--- src/rtl/clock_frame_writer_if.sv ---
// Pixel-stream and image-memory write bundle for clock_frame_writer.
// master = stream source / memory side (testbench), slave = the writer itself.
interface clock_frame_writer_if #(
   parameter int DATASIZE    = 24,
   parameter int IM_ADDRSIZE = 16
);
   logic                   frame_arm;
   logic [7:0]             org_x;
   logic [7:0]             org_y;
   logic                   pix_valid;
   logic [DATASIZE-1:0]    pix_data;
   logic                   im_ready;
   logic [IM_ADDRSIZE-1:0] IM_A;
   logic [DATASIZE-1:0]    IM_D;
   logic                   IM_WEN;
   logic                   busy;
   logic                   done;
   logic                   overflow;

   modport master (
      output frame_arm, org_x, org_y, pix_valid, pix_data, im_ready,
      input  IM_A, IM_D, IM_WEN, busy, done, overflow
   );

   modport slave (
      input  frame_arm, org_x, org_y, pix_valid, pix_data, im_ready,
      output IM_A, IM_D, IM_WEN, busy, done, overflow
   );
endinterface

--- src/rtl/clock_frame_writer.sv ---
// Writes the 8-character clock pixel stream into image memory through a small
// write FIFO; one done pulse per completed frame, sticky overflow on dropped pixels.
module clock_frame_writer #(
   parameter int DATASIZE    = 24,
   parameter int IM_ADDRSIZE = 16,
   parameter int IMG_W       = 256,
   parameter int CHAR_W      = 13,
   parameter int CHAR_H      = 24,
   parameter int CHAR_NUM    = 8,
   parameter int FIFO_DEPTH  = 4
) (
   input logic                  clk,
   input logic                  reset,
   clock_frame_writer_if.slave  bus
);
   localparam int COL_W   = $clog2(CHAR_W);
   localparam int ROW_W   = $clog2(CHAR_H);
   localparam int CHR_W   = $clog2(CHAR_NUM);
   localparam int PTR_W   = $clog2(FIFO_DEPTH);
   localparam int ENTRY_W = IM_ADDRSIZE + DATASIZE;

   localparam logic [2:0] S_IDLE  = 3'd0;
   localparam logic [2:0] S_ARMED = 3'd1;
   localparam logic [2:0] S_RUN   = 3'd2;
   localparam logic [2:0] S_DRAIN = 3'd3;
   localparam logic [2:0] S_DONE  = 3'd4;

   logic [2:0]             state_q,    state_d;
   logic [COL_W-1:0]       col_q,      col_d;
   logic [ROW_W-1:0]       row_q,      row_d;
   logic [CHR_W-1:0]       chr_q,      chr_d;
   logic [7:0]             org_x_q,    org_x_d;
   logic [7:0]             org_y_q,    org_y_d;
   logic [PTR_W:0]         wr_ptr_q,   wr_ptr_d;
   logic [PTR_W:0]         rd_ptr_q,   rd_ptr_d;
   logic [IM_ADDRSIZE-1:0] im_a_q,     im_a_d;
   logic [DATASIZE-1:0]    im_d_q,     im_d_d;
   logic                   im_wen_q,   im_wen_d;
   logic                   overflow_q, overflow_d;

   logic [ENTRY_W-1:0]     fifo_mem [FIFO_DEPTH];

   logic                   accept, last_pix, fifo_empty, fifo_full, pop, push;
   logic [IM_ADDRSIZE-1:0] pix_addr;

   // Extra pointer MSB distinguishes full from empty when the index bits match.
   assign fifo_empty = (wr_ptr_q == rd_ptr_q);
   assign fifo_full  = (wr_ptr_q[PTR_W] != rd_ptr_q[PTR_W]) &&
                       (wr_ptr_q[PTR_W-1:0] == rd_ptr_q[PTR_W-1:0]);

   assign accept   = bus.pix_valid && ((state_q == S_ARMED) || (state_q == S_RUN));
   assign last_pix = (col_q == COL_W'(CHAR_W - 1)) && (row_q == ROW_W'(CHAR_H - 1)) &&
                     (chr_q == CHR_W'(CHAR_NUM - 1));
   assign pop      = !fifo_empty && bus.im_ready;
   assign push     = accept && (!fifo_full || pop);

   assign pix_addr = IM_ADDRSIZE'((32'(org_y_q) + 32'(row_q)) * 32'(IMG_W) + 32'(org_x_q) +
                                  32'(chr_q) * 32'(CHAR_W) + 32'(col_q));

   always_comb begin
      // NOTE: every variable gets a default first so no path can infer a latch.
      state_d    = state_q;
      col_d      = col_q;
      row_d      = row_q;
      chr_d      = chr_q;
      org_x_d    = org_x_q;
      org_y_d    = org_y_q;
      wr_ptr_d   = wr_ptr_q;
      rd_ptr_d   = rd_ptr_q;
      im_a_d     = im_a_q;
      im_d_d     = im_d_q;
      im_wen_d   = 1'b0;
      overflow_d = overflow_q;

      if (accept) begin
         if (col_q == COL_W'(CHAR_W - 1)) begin
            col_d = '0;
            if (row_q == ROW_W'(CHAR_H - 1)) begin
               row_d = '0;
               chr_d = (chr_q == CHR_W'(CHAR_NUM - 1)) ? '0 : chr_q + 1'b1;
            end else begin
               row_d = row_q + 1'b1;
            end
         end else begin
            col_d = col_q + 1'b1;
         end
         if (fifo_full && !pop) overflow_d = 1'b1;
      end

      if (push) wr_ptr_d = wr_ptr_q + 1'b1;
      if (pop) begin
         rd_ptr_d           = rd_ptr_q + 1'b1;
         im_wen_d           = 1'b1;
         {im_a_d, im_d_d}   = fifo_mem[rd_ptr_q[PTR_W-1:0]];
      end

      case (state_q)
         S_IDLE: begin
            if (bus.frame_arm) begin
               state_d = S_ARMED;
               org_x_d = bus.org_x;
               org_y_d = bus.org_y;
               col_d   = '0;
               row_d   = '0;
               chr_d   = '0;
            end
         end
         S_ARMED, S_RUN: begin
            if (accept) state_d = last_pix ? S_DRAIN : S_RUN;
         end
         // Empty here means the final entry was popped last edge, so its write is on the port now.
         S_DRAIN: if (fifo_empty) state_d = S_DONE;
         S_DONE:  state_d = S_IDLE;
         default: state_d = S_IDLE;
      endcase
   end

   always_ff @(posedge clk) begin
      // NOTE: sequential state uses non-blocking assignments so all flops update together.
      if (!reset) begin
         state_q    <= S_IDLE;
         col_q      <= '0;
         row_q      <= '0;
         chr_q      <= '0;
         org_x_q    <= '0;
         org_y_q    <= '0;
         wr_ptr_q   <= '0;
         rd_ptr_q   <= '0;
         im_a_q     <= '0;
         im_d_q     <= '0;
         im_wen_q   <= 1'b0;
         overflow_q <= 1'b0;
      end else begin
         state_q    <= state_d;
         col_q      <= col_d;
         row_q      <= row_d;
         chr_q      <= chr_d;
         org_x_q    <= org_x_d;
         org_y_q    <= org_y_d;
         wr_ptr_q   <= wr_ptr_d;
         rd_ptr_q   <= rd_ptr_d;
         im_a_q     <= im_a_d;
         im_d_q     <= im_d_d;
         im_wen_q   <= im_wen_d;
         overflow_q <= overflow_d;
      end
   end

   // NOTE: FIFO storage is not reset; the reset pointers make stale contents unreachable.
   always_ff @(posedge clk) begin
      if (push) fifo_mem[wr_ptr_q[PTR_W-1:0]] <= {pix_addr, bus.pix_data};
   end

   assign bus.IM_A     = im_a_q;
   assign bus.IM_D     = im_d_q;
   assign bus.IM_WEN   = im_wen_q;
   assign bus.busy     = (state_q == S_ARMED) || (state_q == S_RUN) || (state_q == S_DRAIN);
   assign bus.done     = (state_q == S_DONE);
   assign bus.overflow = overflow_q;
endmodule

--- src/flat_wrapper.sv ---
// flat-port wrapper written by rule: the top's interface ports become plain ports
module clock_frame_writer_flat 
#(
   parameter int DATASIZE    = 24,
   parameter int IM_ADDRSIZE = 16,
   parameter int IMG_W       = 256,
   parameter int CHAR_W      = 13,
   parameter int CHAR_H      = 24,
   parameter int CHAR_NUM    = 8,
   parameter int FIFO_DEPTH  = 4
)
  (clk, reset, bus_frame_arm, bus_org_x, bus_org_y, bus_pix_valid, bus_pix_data, bus_im_ready, bus_IM_A, bus_IM_D, bus_IM_WEN, bus_busy, bus_done, bus_overflow);
  clock_frame_writer_if #(.DATASIZE(DATASIZE), .IM_ADDRSIZE(IM_ADDRSIZE)) bus_i ();
  input logic clk;
  input logic reset;
  input wire logic [$bits(bus_i.frame_arm)-1:0] bus_frame_arm;
  input wire logic [$bits(bus_i.org_x)-1:0] bus_org_x;
  input wire logic [$bits(bus_i.org_y)-1:0] bus_org_y;
  input wire logic [$bits(bus_i.pix_valid)-1:0] bus_pix_valid;
  input wire logic [$bits(bus_i.pix_data)-1:0] bus_pix_data;
  input wire logic [$bits(bus_i.im_ready)-1:0] bus_im_ready;
  output wire logic [$bits(bus_i.IM_A)-1:0] bus_IM_A;
  output wire logic [$bits(bus_i.IM_D)-1:0] bus_IM_D;
  output wire logic [$bits(bus_i.IM_WEN)-1:0] bus_IM_WEN;
  output wire logic [$bits(bus_i.busy)-1:0] bus_busy;
  output wire logic [$bits(bus_i.done)-1:0] bus_done;
  output wire logic [$bits(bus_i.overflow)-1:0] bus_overflow;
  assign bus_i.frame_arm = bus_frame_arm;
  assign bus_i.org_x = bus_org_x;
  assign bus_i.org_y = bus_org_y;
  assign bus_i.pix_valid = bus_pix_valid;
  assign bus_i.pix_data = bus_pix_data;
  assign bus_i.im_ready = bus_im_ready;
  assign bus_IM_A = bus_i.IM_A;
  assign bus_IM_D = bus_i.IM_D;
  assign bus_IM_WEN = bus_i.IM_WEN;
  assign bus_busy = bus_i.busy;
  assign bus_done = bus_i.done;
  assign bus_overflow = bus_i.overflow;
  clock_frame_writer #(.DATASIZE(DATASIZE), .IM_ADDRSIZE(IM_ADDRSIZE), .IMG_W(IMG_W), .CHAR_W(CHAR_W), .CHAR_H(CHAR_H), .CHAR_NUM(CHAR_NUM), .FIFO_DEPTH(FIFO_DEPTH)) u_core (.clk(clk), .reset(reset), .bus(bus_i));
endmodule
--- config.mk ---
export PLATFORM = sky130hd
export DESIGN_NAME = clock_frame_writer_flat
export DESIGN_NICKNAME = d
export VERILOG_FILES = /design/src/rtl/clock_frame_writer_if.sv /design/src/rtl/clock_frame_writer.sv /design/src/flat_wrapper.sv
export SDC_FILE = /design/constraint.sdc
export NUM_CORES = 1
export LEC_CHECK = 0
export BUFFER_PORTS_ARGS = -buffer_cell sky130_fd_sc_hd__buf_4
export CORE_MARGIN = 4
export CORE_UTILIZATION = 45
export DETAILED_ROUTE_END_ITERATION = 7
export SKIP_LAST_GASP = 1
export SLEW_MARGIN = 20
export SYNTH_ARGS = -nofsm -noshare
export SYNTH_HDL_FRONTEND = slang
export SYNTH_SLANG_ARGS = --single-unit
--- constraint.sdc ---
create_clock -name clk -period 4.6 [get_ports clk]
set_input_delay 0.92 -clock clk [delete_from_list [all_inputs] [get_ports clk]]
set_output_delay 0.92 -clock clk [all_outputs]
set_load 0.005 [all_outputs]
After elaboration in Yosys (flattened, before gate mapping)
Memories as Yosys holds them, arrays and structs flattened. A register that Yosys moved wholly into a read port is not among the register bits.
Cells that the tools add are included.
{"block": "op_classes", "eq_ne": 13, "mul": 1, "reduce_logical": 19, "n_div": 0, "addsub": 9, "mux": 23, "n_shift": 0, "n_bitwise": 0, "order_cmp": 0}
{"cell": "$mux 3", "n": 9}
{"cell": "$mux 5", "n": 5}
{"cell": "$add 16x4->16", "n": 1}
{"cell": "$add 16x7->16", "n": 1}
{"cell": "$add 16x8->16", "n": 1}
{"cell": "$mux 4", "n": 4}
{"cell": "$add 3x1->3 const B", "n": 3}
{"cell": "$pmux 3 s3", "n": 1}
{"cell": "$add 8x5->8", "n": 1}
{"cell": "$logic_and 1x1->1", "n": 7}
{"cell": "$mul 3x4->7 const B", "n": 1}
{"cell": "$eq 3x2->1 const B", "n": 2}
{"cell": "$eq 3x3->1 const B", "n": 2}
{"cell": "$add 5x1->5 const B", "n": 1}
{"cell": "$eq 5x5->1 const B", "n": 1}
{"cell": "$add 4x1->4 const B", "n": 1}
{"cell": "$eq 4x4->1 const B", "n": 1}
{"cell": "$logic_not 1->1", "n": 4}
{"cell": "$mux 1", "n": 4}
{"cell": "$ne 2x1->1 const B", "n": 2}
{"cell": "$reduce_and 2->1", "n": 2}
{"cell": "$eq 3x1->1 const B", "n": 1}
{"cell": "$eq 3x3->1", "n": 1}
{"cell": "$logic_not 3->1", "n": 1}
{"cell": "6 further kinds", "n": 8}
{"block": "totals", "mem_bits_ro": 0, "ram_bits": 160, "regBits": 39, "latchBits": 0, "out_inout_bits": 44, "mem_count": 1}
{"name": "u_core.fifo_mem", "words": 4, "width": 40, "rd": 1, "rd_ports_with_merged_regs": 1, "write_ports": 1, "line": "clock_frame_writer.sv:41", "source": "logic [ENTRY_W-1:0] fifo_mem [FIFO_DEPTH];"}

Logic depth before layout (Yosys ltp)
Gate-level depths: netlist (run 1).
{"block": "depth", "word_depth": 7, "ltp_mapped": 12}

Worst setup path before layout (run 1)
OpenSTA, ideal clock, no wires.
{"block": "synth_timing", "path_type": "register to register", "startpoint": "register u_core.chr_q[0]", "endpoint": "memory u_core.fifo_mem[0][39] in the netlist's numbering (data pin)", "stages_incl_launch_ff": 13, "path_slack_ns": 1.257, "n_path_buf": 0, "arrival_time_ns": 3.061, "cell_sequence": "dfxtp_1 -> ha_1 -> inv_1 -> fa_1 -> inv_1 -> fa_1 -> ha_1 -> a211oi_1 -> nor3_2 -> or2_2 -> nand4_2 -> o41ai_2 -> xor2_1"}
{"block": "synth_via", "elab_chain_cells": 3}
{"element": "start, declared", "line": "clock_frame_writer.sv:31", "source": "logic [CHR_W-1:0] chr_q, chr_d;"}
{"element": "start signal, assigned", "line": "clock_frame_writer.sv:137", "source": "chr_q <= chr_d;"}
{"element": "$mul 3x4->7", "line": "clock_frame_writer.sv:58", "source": "32'(chr_q) * 32'(CHAR_W) + 32'(col_q));"}
{"element": "$add 16x7->16", "line": "clock_frame_writer.sv:57", "source": "assign pix_addr = IM_ADDRSIZE'((32'(org_y_q) + 32'(row_q)) * 32'(IMG_W) + 32'(org_x_q) +"}
{"element": "$add 16x4->16", "line": "clock_frame_writer.sv:58"}
{"element": "net u_core.pix_addr[15]", "line": "clock_frame_writer.sv:44", "source": "logic [IM_ADDRSIZE-1:0] pix_addr;"}
{"element": "end, declared", "line": "clock_frame_writer.sv:41"}
The timed path passes the listed nets, and every way through them passes these cells.

Final worst setup path (run 1)
{"block": "layout_timing", "startpoint": "register u_core.chr_q[0]", "endpoint": "memory u_core.fifo_mem[1][38] in the netlist's numbering (data pin)"}
Same word-level chain as after synthesis.

==> insert_results.sql, run 1 <==
INSERT INTO impl_metrics (metric_group, metric, value, unit) VALUES
('timing', 'final_hold_viol_count', '0', ''),
('synth', 'post_synthesis_adder_cell_area_fraction', '0.0547', ''),
('die', 'core.rowCount', '54', ''),
('die', 'height_of_the_die', '158', 'microns'),
('synth', 'syn-cell-area', '10100', 'sq um'),
('synth', 'postSynthRegisterBits', '239', ''),
('synth', 'yosys_warnings', '0', ''),
('placed_design', 'global_placement_routability_congestion', '0.850', ''),
('worst_setup_path', 'setup.worst_path.start_class', 'register', ''),
('timing', 'fmaxAchievable', '277', 'MHz'),
('route', 'detailedRoute.firstPassIterationCount', '4', ''),
('status', 'status', 'finished, final reports clean', ''),
('worst_setup_path', 'worst-path-max-fanout', '5', ''),
('clock_network', 'cts_setup_buffers', '0', ''),
('timing', 'slew-limit-headroom', '0.364', ''),
('synth', 'synth-edff-count', '160', ''),
('worst_setup_path', 'critical_path_class', 'reg2reg', ''),
('route', 'num_vias', '5794', ''),
('placed_design', 'hpwlAfterDp', '12.6', 'mm'),
('worst_setup_path', 'required', '4.89', 'ns'),
('placed_design', 'portBuffers', '88', ''),
('synth', 'synth_seq_area_share', '0.632', ''),
('finish', 'area_growth_syn_to_layout', '16.9', '%'),
('clock_network', 'numCtsBuffers', '25', ''),
('finish', 'multiInputGateArea', '3520', 'sq um'),
('synth', 'synthSimpleGateAreaFrac', '0.0961', ''),
('clock_network', 'cts_hold_buffers', '0', ''),
('synth', 'top_reg_cell_synth', 'sky130_fd_sc_hd__edfxtp_1', ''),
('route', 'wl_per_instance', '17.6', 'microns'),
('die', 'design.core.area', '22000', 'sq um'),
('synth', 'synthesis.instances', '711', ''),
('route', 'wirelength', '19.4', 'mm'),
('timing', 'final.setup_skew', '0.0155', 'ns'),
('worst_setup_path', 'peak_per_stage_delay_on_the_critical_path', '0.50', 'ns'),
('route', 'postRouteAntennaNets', '0', ''),
('worst_setup_path', 'end_kind', 'register', ''),
('worst_setup_path', 'path_cells', 'ha_1 -> inv_1 -> fa_1 -> inv_1 -> fa_1 -> ha_1 -> o21ai_0 -> o21ai_0 -> a31oi_1 -> nand3b_1 -> nor3_2 -> xnor2_1', ''),
('timing', 'max_slew_vio_count', '0', ''),
('clock_network', 'cts_tree', 'built', ''),
('die', 'die_w', '158', 'microns'),
('synth', 'synth-compound-area-share', '0.0781', ''),
('finish', 'layout.area.seq', '6390', 'sq um'),
('die', 'num_io_pins', '89', ''),
('worst_setup_path', 'worst-path-buf-inv', '2', ''),
('clock_network', 'cts-htree-levels', '1', ''),
('timing', 'post-route-min-period', '3.61', 'ns'),
('finish', 'fin_util', '0.538', ''),
('finish', 'most_used_cells_in_the_layout_excluding_fill_and_tap_cells', 'sky130_fd_sc_hd__edfxtp_1 (160), sky130_fd_sc_hd__nand2_1 (126), sky130_fd_sc_hd__buf_4 (96), sky130_fd_sc_hd__dfxtp_1 (77), sky130_fd_sc_hd__a21boi_0 (58)', ''),
('power', 'p_total', '5.53', 'mW'),
('clock_network', 'postCtsResizedCells', '0', ''),
('die', 'floorplan.die_area', '24900', 'sq um'),
('worst_setup_path', 'worstPathArrival', '3.90', 'ns'),
('clock_network', 'clock_sinks', '239', ''),
('synth', 'synth_top_family_by_area', 'simple AND/OR/NAND/NOR gates', ''),
('synth', 'syn_area_per_cell', '14.2', 'sq um'),
('finish', 'layout_cells_sized_above_1', '0.246', ''),
('timing', 'tightest_slew', '0.950', 'ns'),
('die', 'initial_core_util', '0.460', ''),
('grt', 'grt_total_usage', '0.157', ''),
('clock_network', 'root_buffer', 'sky130_fd_sc_hd__clkbuf_16', ''),
('clock_network', 'path_clk_slew', '0.06', 'ns'),
('finish', 'fillCellCount', '1816', ''),
('worst_hold_path', 'hold_class', 'reg2reg', ''),
('flow_run', 'maxCapViolCount', '0', ''),
('synth', 'async_flop_share', '0', ''),
('synth', 'yosys.area_share.xor_xnor', '0.0241', ''),
('clock_network', 'insertion_delay', '0.51', 'ns'),
('route', 'remaining_drc_errors', '0', ''),
('synth', 'distinct_cell_type_count_after_synthesis', '54', ''),
('grt', 'wire_length_of_the_first_global_routing_pass', '31.2', 'mm'),
('timing', 'hold_ws', '0.464', 'ns');
-- worst register-to-register path, cell delays in order, from the launching register on --
cell                       delay (ns)
sky130_fd_sc_hd__dfxtp_1         0.35
sky130_fd_sc_hd__ha_1            0.30
sky130_fd_sc_hd__inv_1           0.06
sky130_fd_sc_hd__fa_1            0.50
sky130_fd_sc_hd__inv_1           0.05
sky130_fd_sc_hd__fa_1            0.45
sky130_fd_sc_hd__ha_1            0.38
sky130_fd_sc_hd__o21ai_0         0.30
sky130_fd_sc_hd__o21ai_0         0.15
sky130_fd_sc_hd__a31oi_1         0.31
sky130_fd_sc_hd__nand3b_1        0.21
sky130_fd_sc_hd__nor3_2          0.07
sky130_fd_sc_hd__xnor2_1         0.29
-- cells by family after synthesis --
group                      Yosys count
AOI/OAI and AO/OA                  106
xor gates and xnor gates            27
adders and majority gates           40
buffers and inverters               49
DFF                                239
muxes                               45
and+or+nand+nor                    205
-- metrics by stage --
stage | instances | cell area, sq um | worst slack (ns)
2_1_floorplan | 711 | 10100 | 1.26
3_3_place_gp | 1055 | 11000 | 1.11
3_5_place_dp | 1055 | 11000 | 0.975
4_1_cts | 1101 | 11800 | 0.961
5_1_grt | 1101 | 11800 | 0.687
6_report | 1101 | 11800 | 0.990
-- layer usage --
metal / vias up / global-route usage / wire length, microns
li1: 2786 / - / -
met1: 2876 / 0.217 / 8950
met2: 109 / 0.265 / 9360
met3: 23 / 0.0235 / 764
met4: 0 / 0.0369 / 318
met5: - / 0 / 0
-- sequential cells by signal (all words and copies together) (netlist names) --
| signal | cells |
|---|---|
| u_core.bus.IM_D | 24 |
| u_core.bus.IM_WEN | 1 |
| u_core.rd_ptr_q | 3 |
| u_core.bus.overflow | 1 |
| u_core.chr_q | 3 |
| u_core.state_q | 3 |
| u_core.fifo_mem | 160 |
| u_core.org_y_q | 8 |
| u_core.row_q | 5 |
| u_core.wr_ptr_q | 3 |
| u_core.col_q | 4 |
| u_core.org_x_q | 8 |
| u_core.bus.IM_A | 16 |
-- cells in the mapped netlist (14+ instances only) --
cell type,n,area (sq um)
sky130_fd_sc_hd__buf_2,16,80.1
sky130_fd_sc_hd__clkbuf_1,14,52.6
sky130_fd_sc_hd__a21boi_0,58,435
sky130_fd_sc_hd__inv_1,17,63.8
sky130_fd_sc_hd__xnor2_1,20,175
sky130_fd_sc_hd__edfxtp_1,160,4800
sky130_fd_sc_hd__ha_1,33,413
sky130_fd_sc_hd__nand2_1,127,477
sky130_fd_sc_hd__dfxtp_1,79,1580
sky130_fd_sc_hd__mux4_2,40,901
sky130_fd_sc_hd__nor2_1,21,78.8
-- worst paths after layout --
kind | from | end | slack (ns) | cells after the start
worst max-delay path | u_core.chr_q[0]$_SDFF_PN0_ | u_core.fifo_mem[1][38]$_DFFE_PP_ | 0.99 | 12
worst min-delay path | u_core.bus.IM_D[11]$_SDFFE_PN0P_ | u_core.bus.IM_D[11]$_SDFFE_PN0P_ | 0.46 | 2
worst max register to register | u_core.chr_q[0]$_SDFF_PN0_ | u_core.fifo_mem[1][38]$_DFFE_PP_ | 0.99 | 12
worst min register to register | u_core.bus.IM_D[11]$_SDFFE_PN0P_ | u_core.bus.IM_D[11]$_SDFFE_PN0P_ | 0.46 | 2
-- layout make-up --
class,instances,share of cell area
timing repair buffer,96,0.0610
multi-input combinational,423,0.298
clock inverter,10,0.00635
sequential,239,0.541
clock buffer,36,0.0590
inverter,17,0.00540
tap,280,0.0297
-- where the power goes --
part	switching [mW]	internal (mW)	total, mW
Combinational	0.552	0.484	1.04
Clock	0.776	1.11	1.88
Sequential	0.100	2.51	2.61
Total	1.43	4.10	5.53
(Power assumes the default switching activity.)
==> run 2, diff against run 1 <==
--- a/config.mk
+++ b/config.mk
@@ -5,6 +5,7 @@
 export SDC_FILE = /design/constraint.sdc
 export NUM_CORES = 1
 export LEC_CHECK = 0
+export ABC_AREA = 1
 export BUFFER_PORTS_ARGS = -buffer_cell sky130_fd_sc_hd__buf_4
 export CORE_MARGIN = 4
 export CORE_UTILIZATION = 45
==> constraint.sdc (replaced) <==
create_clock -name clk -period 3.36 [get_ports clk]
set_input_delay 0.672 -clock clk [delete_from_list [all_inputs] [get_ports clk]]
set_output_delay 0.672 -clock clk [all_outputs]
set_load 0.005 [all_outputs]
==> insert_results.sql, run 2 <==
INSERT INTO impl_metrics (metric_group, metric, value, unit) VALUES
('route', 'detailedRoute.firstPassIterationCount', '4', ''),
('grt', 'antenna_found_initial', '0', ''),
('synth', 'syn-num-nets', '1055', ''),
('clock_network', 'cts_tree', 'built', ''),
('die', 'height_of_the_die', '158', 'microns'),
('timing', 'final_hold_viol_count', '0', ''),
('die', 'die_w', '158', 'microns'),
('clock_network', 'ctsLongestPathBuffers', '3', ''),
('die', 'core.rowCount', '54', ''),
('worst_hold_path', 'hold_class', 'in2reg', ''),
('grt', 'grt-ovfl-total', '0', ''),
('synth', 'synth-edff-count', '160', ''),
('synth', 'synth_seq_area_share', '0.628', ''),
('power', 'power.leakage', '4.75', 'nW'),
('worst_setup_path', 'required', '3.63', 'ns'),
('clock_network', 'insertion_delay', '0.54', 'ns'),
('synth', 'syn-cell-area', '10200', 'sq um'),
('finish', 'diodes', '0', ''),
('route', 'wl_per_instance', '15.3', 'microns'),
('timing', 'fmaxAchievable', '318', 'MHz'),
('status', 'status', 'finished, final reports clean', ''),
('finish', 'mostFrequentLayoutCell', 'sky130_fd_sc_hd__nor2_1', ''),
('synth', 'postSynthRegisterBits', '239', ''),
('synth', 'most_frequent_cell_after_synthesis', 'sky130_fd_sc_hd__nor2_1', ''),
('worst_setup_path', 'critical_path_class', 'reg2reg', ''),
('timing', 'layout_setup_ws', '0.219', 'ns'),
('placed_design', 'dpl_worst_slack', '0.146', 'ns'),
('route', 'routed_via_density', '5.05', ''),
('synth', 'yosys_warnings', '0', ''),
('clock_network', 'clock_sinks', '239', ''),
('power', 'peakVddDrop', '0.375', 'mV'),
('clock_network', 'cts_hold_buffers', '0', ''),
('grt', 'grt_total_usage', '0.172', ''),
('route', 'wirelength', '20.8', 'mm'),
('clock_network', 'path_clk_slew', '0.06', 'ns'),
('timing', 'finalSetupTns', '0', 'ns'),
('worst_setup_path', 'worstPathArrival', '3.41', 'ns'),
('worst_setup_path', 'worst-path-max-fanout', '5', ''),
('worst_setup_path', 'setup.worst_path.start_class', 'register', ''),
('finish', 'fillCellCount', '1946', ''),
('synth', 'post-synth-top-area-fraction', '0.472', ''),
('finish', 'number_of_flip_flops_under_the_largest_register_name', '160', ''),
('die', 'design.core.area', '22000', 'sq um'),
('synth', 'ys_top_cells_by_area', 'sky130_fd_sc_hd__edfxtp_1 (47%), sky130_fd_sc_hd__dfxtp_1 (16%), sky130_fd_sc_hd__nor2_1 (7.0%)', ''),
('grt', 'wire_length_of_the_first_global_routing_pass', '34.5', 'mm'),
('die', 'floorplan.die_area', '25100', 'sq um'),
('synth', 'synth_top_cell_by_area', 'sky130_fd_sc_hd__edfxtp_1', ''),
('clock_network', 'numCtsBuffers', '27', ''),
('die', 'initial_core_util', '0.462', ''),
('clock_network', 'cts_setup_buffers', '0', ''),
('worst_setup_path', 'peak_per_stage_delay_on_the_critical_path', '0.55', 'ns'),
('timing', 'grt_setup_unrepaired', 'no', ''),
('worst_setup_path', 'master_of_the_slowest_instance_on_the_critical_path', 'sky130_fd_sc_hd__fa_1', ''),
('synth', 'async_flop_share', '0', ''),
('timing', 'slew-limit-headroom', '0.516', ''),
('worst_setup_path', 'critPathTopFamily', 'adder cells', ''),
('route', 'num_vias', '6868', ''),
('flow_run', 'maxCapViolCount', '0', ''),
('timing', 'hold_ws', '0.331', 'ns'),
('finish', 'layout_cells_sized_above_1', '0.163', ''),
('finish', 'area_growth_syn_to_layout', '18.1', '%'),
('worst_setup_path', 'worst-path-buf-inv', '2', ''),
('route', 'remaining_drc_errors', '0', ''),
('synth', 'syn_area_per_cell', '10.5', 'sq um'),
('timing', 'setup-violations-final', '0', ''),
('route', 'drt-initial-drc-count', '331', ''),
('timing', 'max_slew_vio_count', '0', ''),
('clock_network', 'root_buffer', 'sky130_fd_sc_hd__clkbuf_16', ''),
('placed_design', 'global_placement_routability_congestion', '0.772', ''),
('grt', 'grt_pass1_vias', '6751', ''),
('synth', 'top_reg_cell_synth', 'sky130_fd_sc_hd__edfxtp_1', ''),
('route', 'postRouteAntennaNets', '0', ''),
('synth', 'distinct_cell_type_count_after_synthesis', '40', ''),
('timing', 'tightest_slew', '0.725', 'ns'),
('worst_setup_path', 'end_kind', 'register', ''),
('synth', 'synthesis.instances', '970', ''),
('die', 'num_io_pins', '89', ''),
('placed_design', 'hpwlAfterDp', '13.4', 'mm'),
('finish', 'most_used_cells_in_the_layout_excluding_fill_and_tap_cells', 'sky130_fd_sc_hd__nor2_1 (186), sky130_fd_sc_hd__edfxtp_1 (160), sky130_fd_sc_hd__o21ai_0 (125), sky130_fd_sc_hd__buf_4 (105), sky130_fd_sc_hd__nand2_1 (98)', ''),
('timing', 'post-route-min-period', '3.14', 'ns'),
('synth', 'most_used_standard_cells_in_the_synthesized_netlist', 'sky130_fd_sc_hd__nor2_1 (191), sky130_fd_sc_hd__edfxtp_1 (160), sky130_fd_sc_hd__o21ai_0 (125)', ''),
('placed_design', 'portBuffers', '88', ''),
('clock_network', 'cts-htree-levels', '1', ''),
('power', 'p_per_area', '755', 'nW/um^2'),
('timing', 'final.setup_skew', '0.0119', 'ns'),
('grt', 'grt_start_max_net_pins', '46', ''),
('worst_setup_path', 'path_cells', 'ha_1 -> inv_1 -> fa_1 -> inv_1 -> fa_1 -> ha_4 -> or2_2 -> nand4_1 -> nand2_1 -> nand2_1 -> nor2_2 -> xor2_1', ''),
('finish', 'fin_nets', '1145', ''),
('timing', 'timing.final.crit_share', '0.935', '');
==> run 2: metal layers <==
| metal | vias up | global-route usage | share of wire |
|---|---|---|---|
| li1 | 3509 | - | - |
| met1 | 3200 | 0.225 | 0.45 |
| met2 | 126 | 0.298 | 0.48 |
| met3 | 33 | 0.0264 | 0.043 |
| met4 | 0 | 0.0475 | 0.022 |
| met5 | - | 0 | 0 |
==> run 2: final timing paths <==
| check | startpoint | end | depth (start not counted) | slack (ns) |
|---|---|---|---|---|
| max reg2reg | u_core.chr_q[0]$_SDFF_PN0_ | u_core.fifo_mem[2][36]$_DFFE_PP_ | 12 | 0.22 |
| min reg2reg | u_core.org_y_q[7]$_SDFFE_PN0P_ | u_core.org_y_q[7]$_SDFFE_PN0P_ | 2 | 0.47 |
| min | bus_pix_data[6] | u_core.fifo_mem[3][6]$_DFFE_PP_ | 1 | 0.33 |
| max | u_core.chr_q[0]$_SDFF_PN0_ | u_core.fifo_mem[2][36]$_DFFE_PP_ | 12 | 0.22 |
==> run 2: worst register-to-register path, cell delays in order (launching register included) <==
cell and delay [ns]:
sky130_fd_sc_hd__dfxtp_1 0.35, sky130_fd_sc_hd__ha_1 0.29, sky130_fd_sc_hd__inv_1 0.06, sky130_fd_sc_hd__fa_1 0.50, sky130_fd_sc_hd__inv_1 0.05, sky130_fd_sc_hd__fa_1 0.55
sky130_fd_sc_hd__ha_4 0.22, sky130_fd_sc_hd__or2_2 0.32, sky130_fd_sc_hd__nand4_1 0.09, sky130_fd_sc_hd__nand2_1 0.09, sky130_fd_sc_hd__nand2_1 0.12, sky130_fd_sc_hd__nor2_2 0.07
sky130_fd_sc_hd__xor2_1 0.17
==> run 2: cells by family after synthesis <==
kind of cell | after synthesis | synth area share
AND/OR/NAND/NOR | 345 | 0.141
XOR/XNOR | 17 | 0.0154
AO/OA/AOI/OAI | 213 | 0.111
flip-flops | 239 | 0.628
buffers and inverters | 116 | 0.0501
adder cells (fa/ha/maj) | 40 | 0.0544
==> run 2: through the flow <==
step / cell area (sq um) / instances / power, mW / utilization
after detailed placement: 11100 / 1311 / 6.31 / 0.504
after global routing: 12000 / 1361 / 9.68 / 0.545
after global placement: 11100 / 1311 / 6.28 / 0.504
final: 12000 / 1361 / 9.07 / 0.545
after floorplan: 10200 / 970 / 5.45 / -
after CTS: 12000 / 1361 / 9.20 / 0.544
==> run 2: area by class of cell <==
type,instances,area (sq um),area share
timing repair buffer,105,788,0.0656
tap,280,350,0.0292
clock buffer,38,757,0.0630
multi-input combinational,615,3320,0.277
sequential,239,6390,0.532
clock inverter,12,124,0.0103
inverter,72,278,0.0231
==> run 2: repair_timing <==
item / CTS / global route
hold endpoints to repair: 0 / 0
resized for setup: 0 / 3
endpoints found under the setup margin: 0 / 16
==> run 2: power by group <==
| group | total [mW] | internal (mW) | leakage, nW | switching (mW) |
|---|---|---|---|---|
| sequential | 3.76 | 3.59 | 2.11 | 0.179 |
| clock | 2.86 | 1.73 | 0.441 | 1.14 |
| combinational | 2.44 | 0.923 | 2.20 | 1.51 |
| total | 9.07 | 6.24 | 4.75 | 2.83 |
==> run 3, diff against run 2 <==
--- a/config.mk
+++ b/config.mk
@@ -6,10 +6,10 @@
 export NUM_CORES = 1
 export LEC_CHECK = 0
 export ABC_AREA = 1
-export BUFFER_PORTS_ARGS = -buffer_cell sky130_fd_sc_hd__buf_4
 export CORE_MARGIN = 4
 export CORE_UTILIZATION = 45
 export DETAILED_ROUTE_END_ITERATION = 7
+export DONT_BUFFER_PORTS = 1
 export SKIP_LAST_GASP = 1
 export SLEW_MARGIN = 20
 export SYNTH_ARGS = -nofsm -noshare
==> insert_results.sql, run 3 (synthesis gave the netlist of run 2 again) <==
INSERT INTO impl_metrics (metric_group, metric, value, unit) VALUES
('die', 'initial_core_util', '0.462', ''),
('clock_network', 'numCtsBuffers', '26', ''),
('clock_network', 'cts_tree', 'built', ''),
('grt', 'grt-ovfl-total', '0', ''),
('placed_design', 'portBuffers', '0', ''),
('worst_setup_path', 'end_kind', 'register', ''),
('worst_hold_path', 'hold_class', 'in2reg', ''),
('finish', 'fin_nets', '1054', ''),
('grt', 'antenna_found_initial', '0', ''),
('timing', 'max_slew_vio_count', '0', ''),
('finish', 'layout.area.seq', '6390', 'sq um'),
('finish', 'diodes', '0', ''),
('finish', 'number_of_flip_flops_under_the_largest_register_name', '160', ''),
('power', 'swShare', '0.314', ''),
('worst_setup_path', 'master_of_the_slowest_instance_on_the_critical_path', 'sky130_fd_sc_hd__fa_1', ''),
('grt', 'grt_pass1_vias', '6486', ''),
('finish', 'number_of_standard_cells_in_the_layout_taps_in_and_fillers_out', '1269', ''),
('clock_network', 'ctsLongestPathBuffers', '3', ''),
('timing', 'tightest_slew', '0.792', 'ns'),
('power', 'internal_power', '5.88', 'mW'),
('worst_setup_path', 'worst-path-buf-inv', '2', ''),
('clock_network', 'path_clk_slew', '0.06', 'ns'),
('die', 'die_w', '158', 'microns'),
('timing', 'layout_setup_ws', '0.193', 'ns'),
('placed_design', 'placedInstanceArea', '10400', 'sq um'),
('timing', 'timing.final.crit_share', '0.943', ''),
('worst_setup_path', 'path_cells', 'ha_1 -> inv_1 -> fa_1 -> inv_1 -> fa_1 -> ha_1 -> or2_2 -> nand4_1 -> nand2_1 -> nand2_1 -> nor2_2 -> xor2_1', ''),
('placed_design', 'hpwlAfterDp', '13.1', 'mm'),
('die', 'num_io_pins', '89', ''),
('route', 'drt-initial-drc-count', '302', ''),
('worst_setup_path', 'critPathTopFamily', 'adder cells', ''),
('die', 'height_of_the_die', '158', 'microns'),
('die', 'core.rowCount', '54', ''),
('clock_network', 'cts-htree-levels', '1', ''),
('worst_setup_path', 'worst-path-max-fanout', '5', ''),
('worst_setup_path', 'reg2regPathDepth', '12', ''),
('finish', 'multiInputGateArea', '3310', 'sq um'),
('status', 'status', 'finished, final reports clean', ''),
('finish', 'fin_util', '0.513', ''),
('worst_setup_path', 'critical_path_class', 'reg2reg', ''),
('worst_hold_path', 'min_delay_path_depth', '0', ''),
('clock_network', 'cts_hold_buffers', '0', ''),
('timing', 'final.setup_skew', '0.0139', 'ns'),
('finish', 'most_used_cells_in_the_layout_excluding_fill_and_tap_cells', 'sky130_fd_sc_hd__nor2_1 (186), sky130_fd_sc_hd__edfxtp_1 (160), sky130_fd_sc_hd__o21ai_0 (125), sky130_fd_sc_hd__nand2_1 (97), sky130_fd_sc_hd__dfxtp_1 (78)', ''),
('route', 'routed_via_density', '5.15', ''),
('power', 'peakVddDrop', '0.338', 'mV'),
('finish', 'area_growth_syn_to_layout', '11.1', '%'),
('route', 'detailedRoute.firstPassIterationCount', '5', ''),
('flow_run', 'maxCapViolCount', '0', ''),
('power', 'p_per_area', '759', 'nW/um^2'),
('clock_network', 'clock_sinks', '239', ''),
('power', 'power.sequential.fraction', '0.445', ''),
('finish', 'layout_cells_sized_above_1', '0.0829', ''),
('power', 'power.switching', '2.69', 'mW'),
('route', 'wirelength', '20.7', 'mm'),
('clock_network', 'insertion_delay', '0.51', 'ns'),
('timing', 'post-route-min-period', '3.17', 'ns'),
('grt', 'grt_total_usage', '0.166', ''),
('power', 'clockPowerShare', '0.320', ''),
('timing', 'setup-violations-final', '0', ''),
('finish', 'mostFrequentLayoutCell', 'sky130_fd_sc_hd__nor2_1', ''),
('die', 'design.core.area', '22000', 'sq um'),
('timing', 'grt_setup_unrepaired', 'yes', ''),
('power', 'power.leakage', '4.27', 'nW'),
('finish', 'design_area', '11300', 'sq um'),
('timing', 'hold_ws', '0.252', 'ns'),
('route', 'wl_per_instance', '16.3', 'microns'),
('worst_setup_path', 'required', '3.67', 'ns'),
('clock_network', 'root_buffer', 'sky130_fd_sc_hd__clkbuf_16', ''),
('die', 'floorplan.die_area', '25100', 'sq um'),
('power', 'power_frac_comb', '0.235', ''),
('worst_setup_path', 'peak_per_stage_delay_on_the_critical_path', '0.49', 'ns'),
('route', 'num_vias', '6539', ''),
('timing', 'slew-limit-headroom', '0.472', ''),
('placed_design', 'dpl_worst_slack', '0.140', 'ns'),
('timing', 'final_hold_viol_count', '0', ''),
('placed_design', 'global_placement_routability_congestion', '0.795', ''),
('timing', 'fmaxAchievable', '316', 'MHz'),
('finish', 'fillCellCount', '2009', ''),
('worst_setup_path', 'crit_cells', '12', ''),
('placed_design', 'instance_count_after_placement_with_tap_cells_included', '1221', ''),
('route', 'remaining_drc_errors', '0', ''),
('worst_setup_path', 'worstPathArrival', '3.48', 'ns'),
('grt', 'grt_start_max_net_pins', '82', ''),
('worst_setup_path', 'setup.worst_path.start_class', 'register', ''),
('route', 'postRouteAntennaNets', '0', ''),
('grt', 'wire_length_of_the_first_global_routing_pass', '33.4', 'mm');
==> run 3: final cells by class <==
cell class              instances  share of cell area
flip-flops and latches        239               0.565
repair buffers                 15              0.0111
well taps                     280              0.0310
inverters                      72              0.0246
clock inverters                 6             0.00510
multi-input cells             615               0.293
clock buffers                  42              0.0693
==> run 3: final timing paths <==
path	start	end	slack, ns
setup / recovery	u_core.chr_q[0]$_SDFF_PN0_	u_core.fifo_mem[1][36]$_DFFE_PP_	0.19
hold reg to reg	u_core.org_y_q[2]$_SDFFE_PN0P_	u_core.org_y_q[2]$_SDFFE_PN0P_	0.47
hold / removal	bus_pix_data[22]	u_core.fifo_mem[3][22]$_DFFE_PP_	0.25
setup reg to reg	u_core.chr_q[0]$_SDFF_PN0_	u_core.fifo_mem[1][36]$_DFFE_PP_	0.19
==> run 3: per-layer routing <==
metal / vias up / part of all wire / GRT usage
met3: 25 / 0.061 / 0.0318
met1: 3026 / 0.43 / 0.208
met4: 0 / 0.019 / 0.0467
met2: 145 / 0.49 / 0.296
li1: 3343 / - / -
met5: - / 0 / 0
==> run 3: timing repair <==
item,CTS,global route
endpoints found under the hold margin,0,0
endpoints found under the setup margin,0,10
gates resized for setup,0,3
buffers inserted,0,0
==> run 3: per-stage QoR <==
step | total power [mW] | TNS, ns
3_3_place_gp | 5.91 | 0
5_1_grt | 9.11 | -0.00855
2_1_floorplan | 5.45 | 0
3_5_place_dp | 5.94 | 0
6_report | 8.58 | 0
4_1_cts | 8.70 | 0
==> run 3: power by group through the flow <==
stage	Combinational, mW	Clock, mW	Sequential (mW)
after global routing	2.32	2.93	3.87
final	2.02	2.74	3.82
after detailed placement	2.05	0	3.89
after floorplan	1.62	0	3.83
after global placement	2.03	0	3.88
after CTS	2.06	2.81	3.83
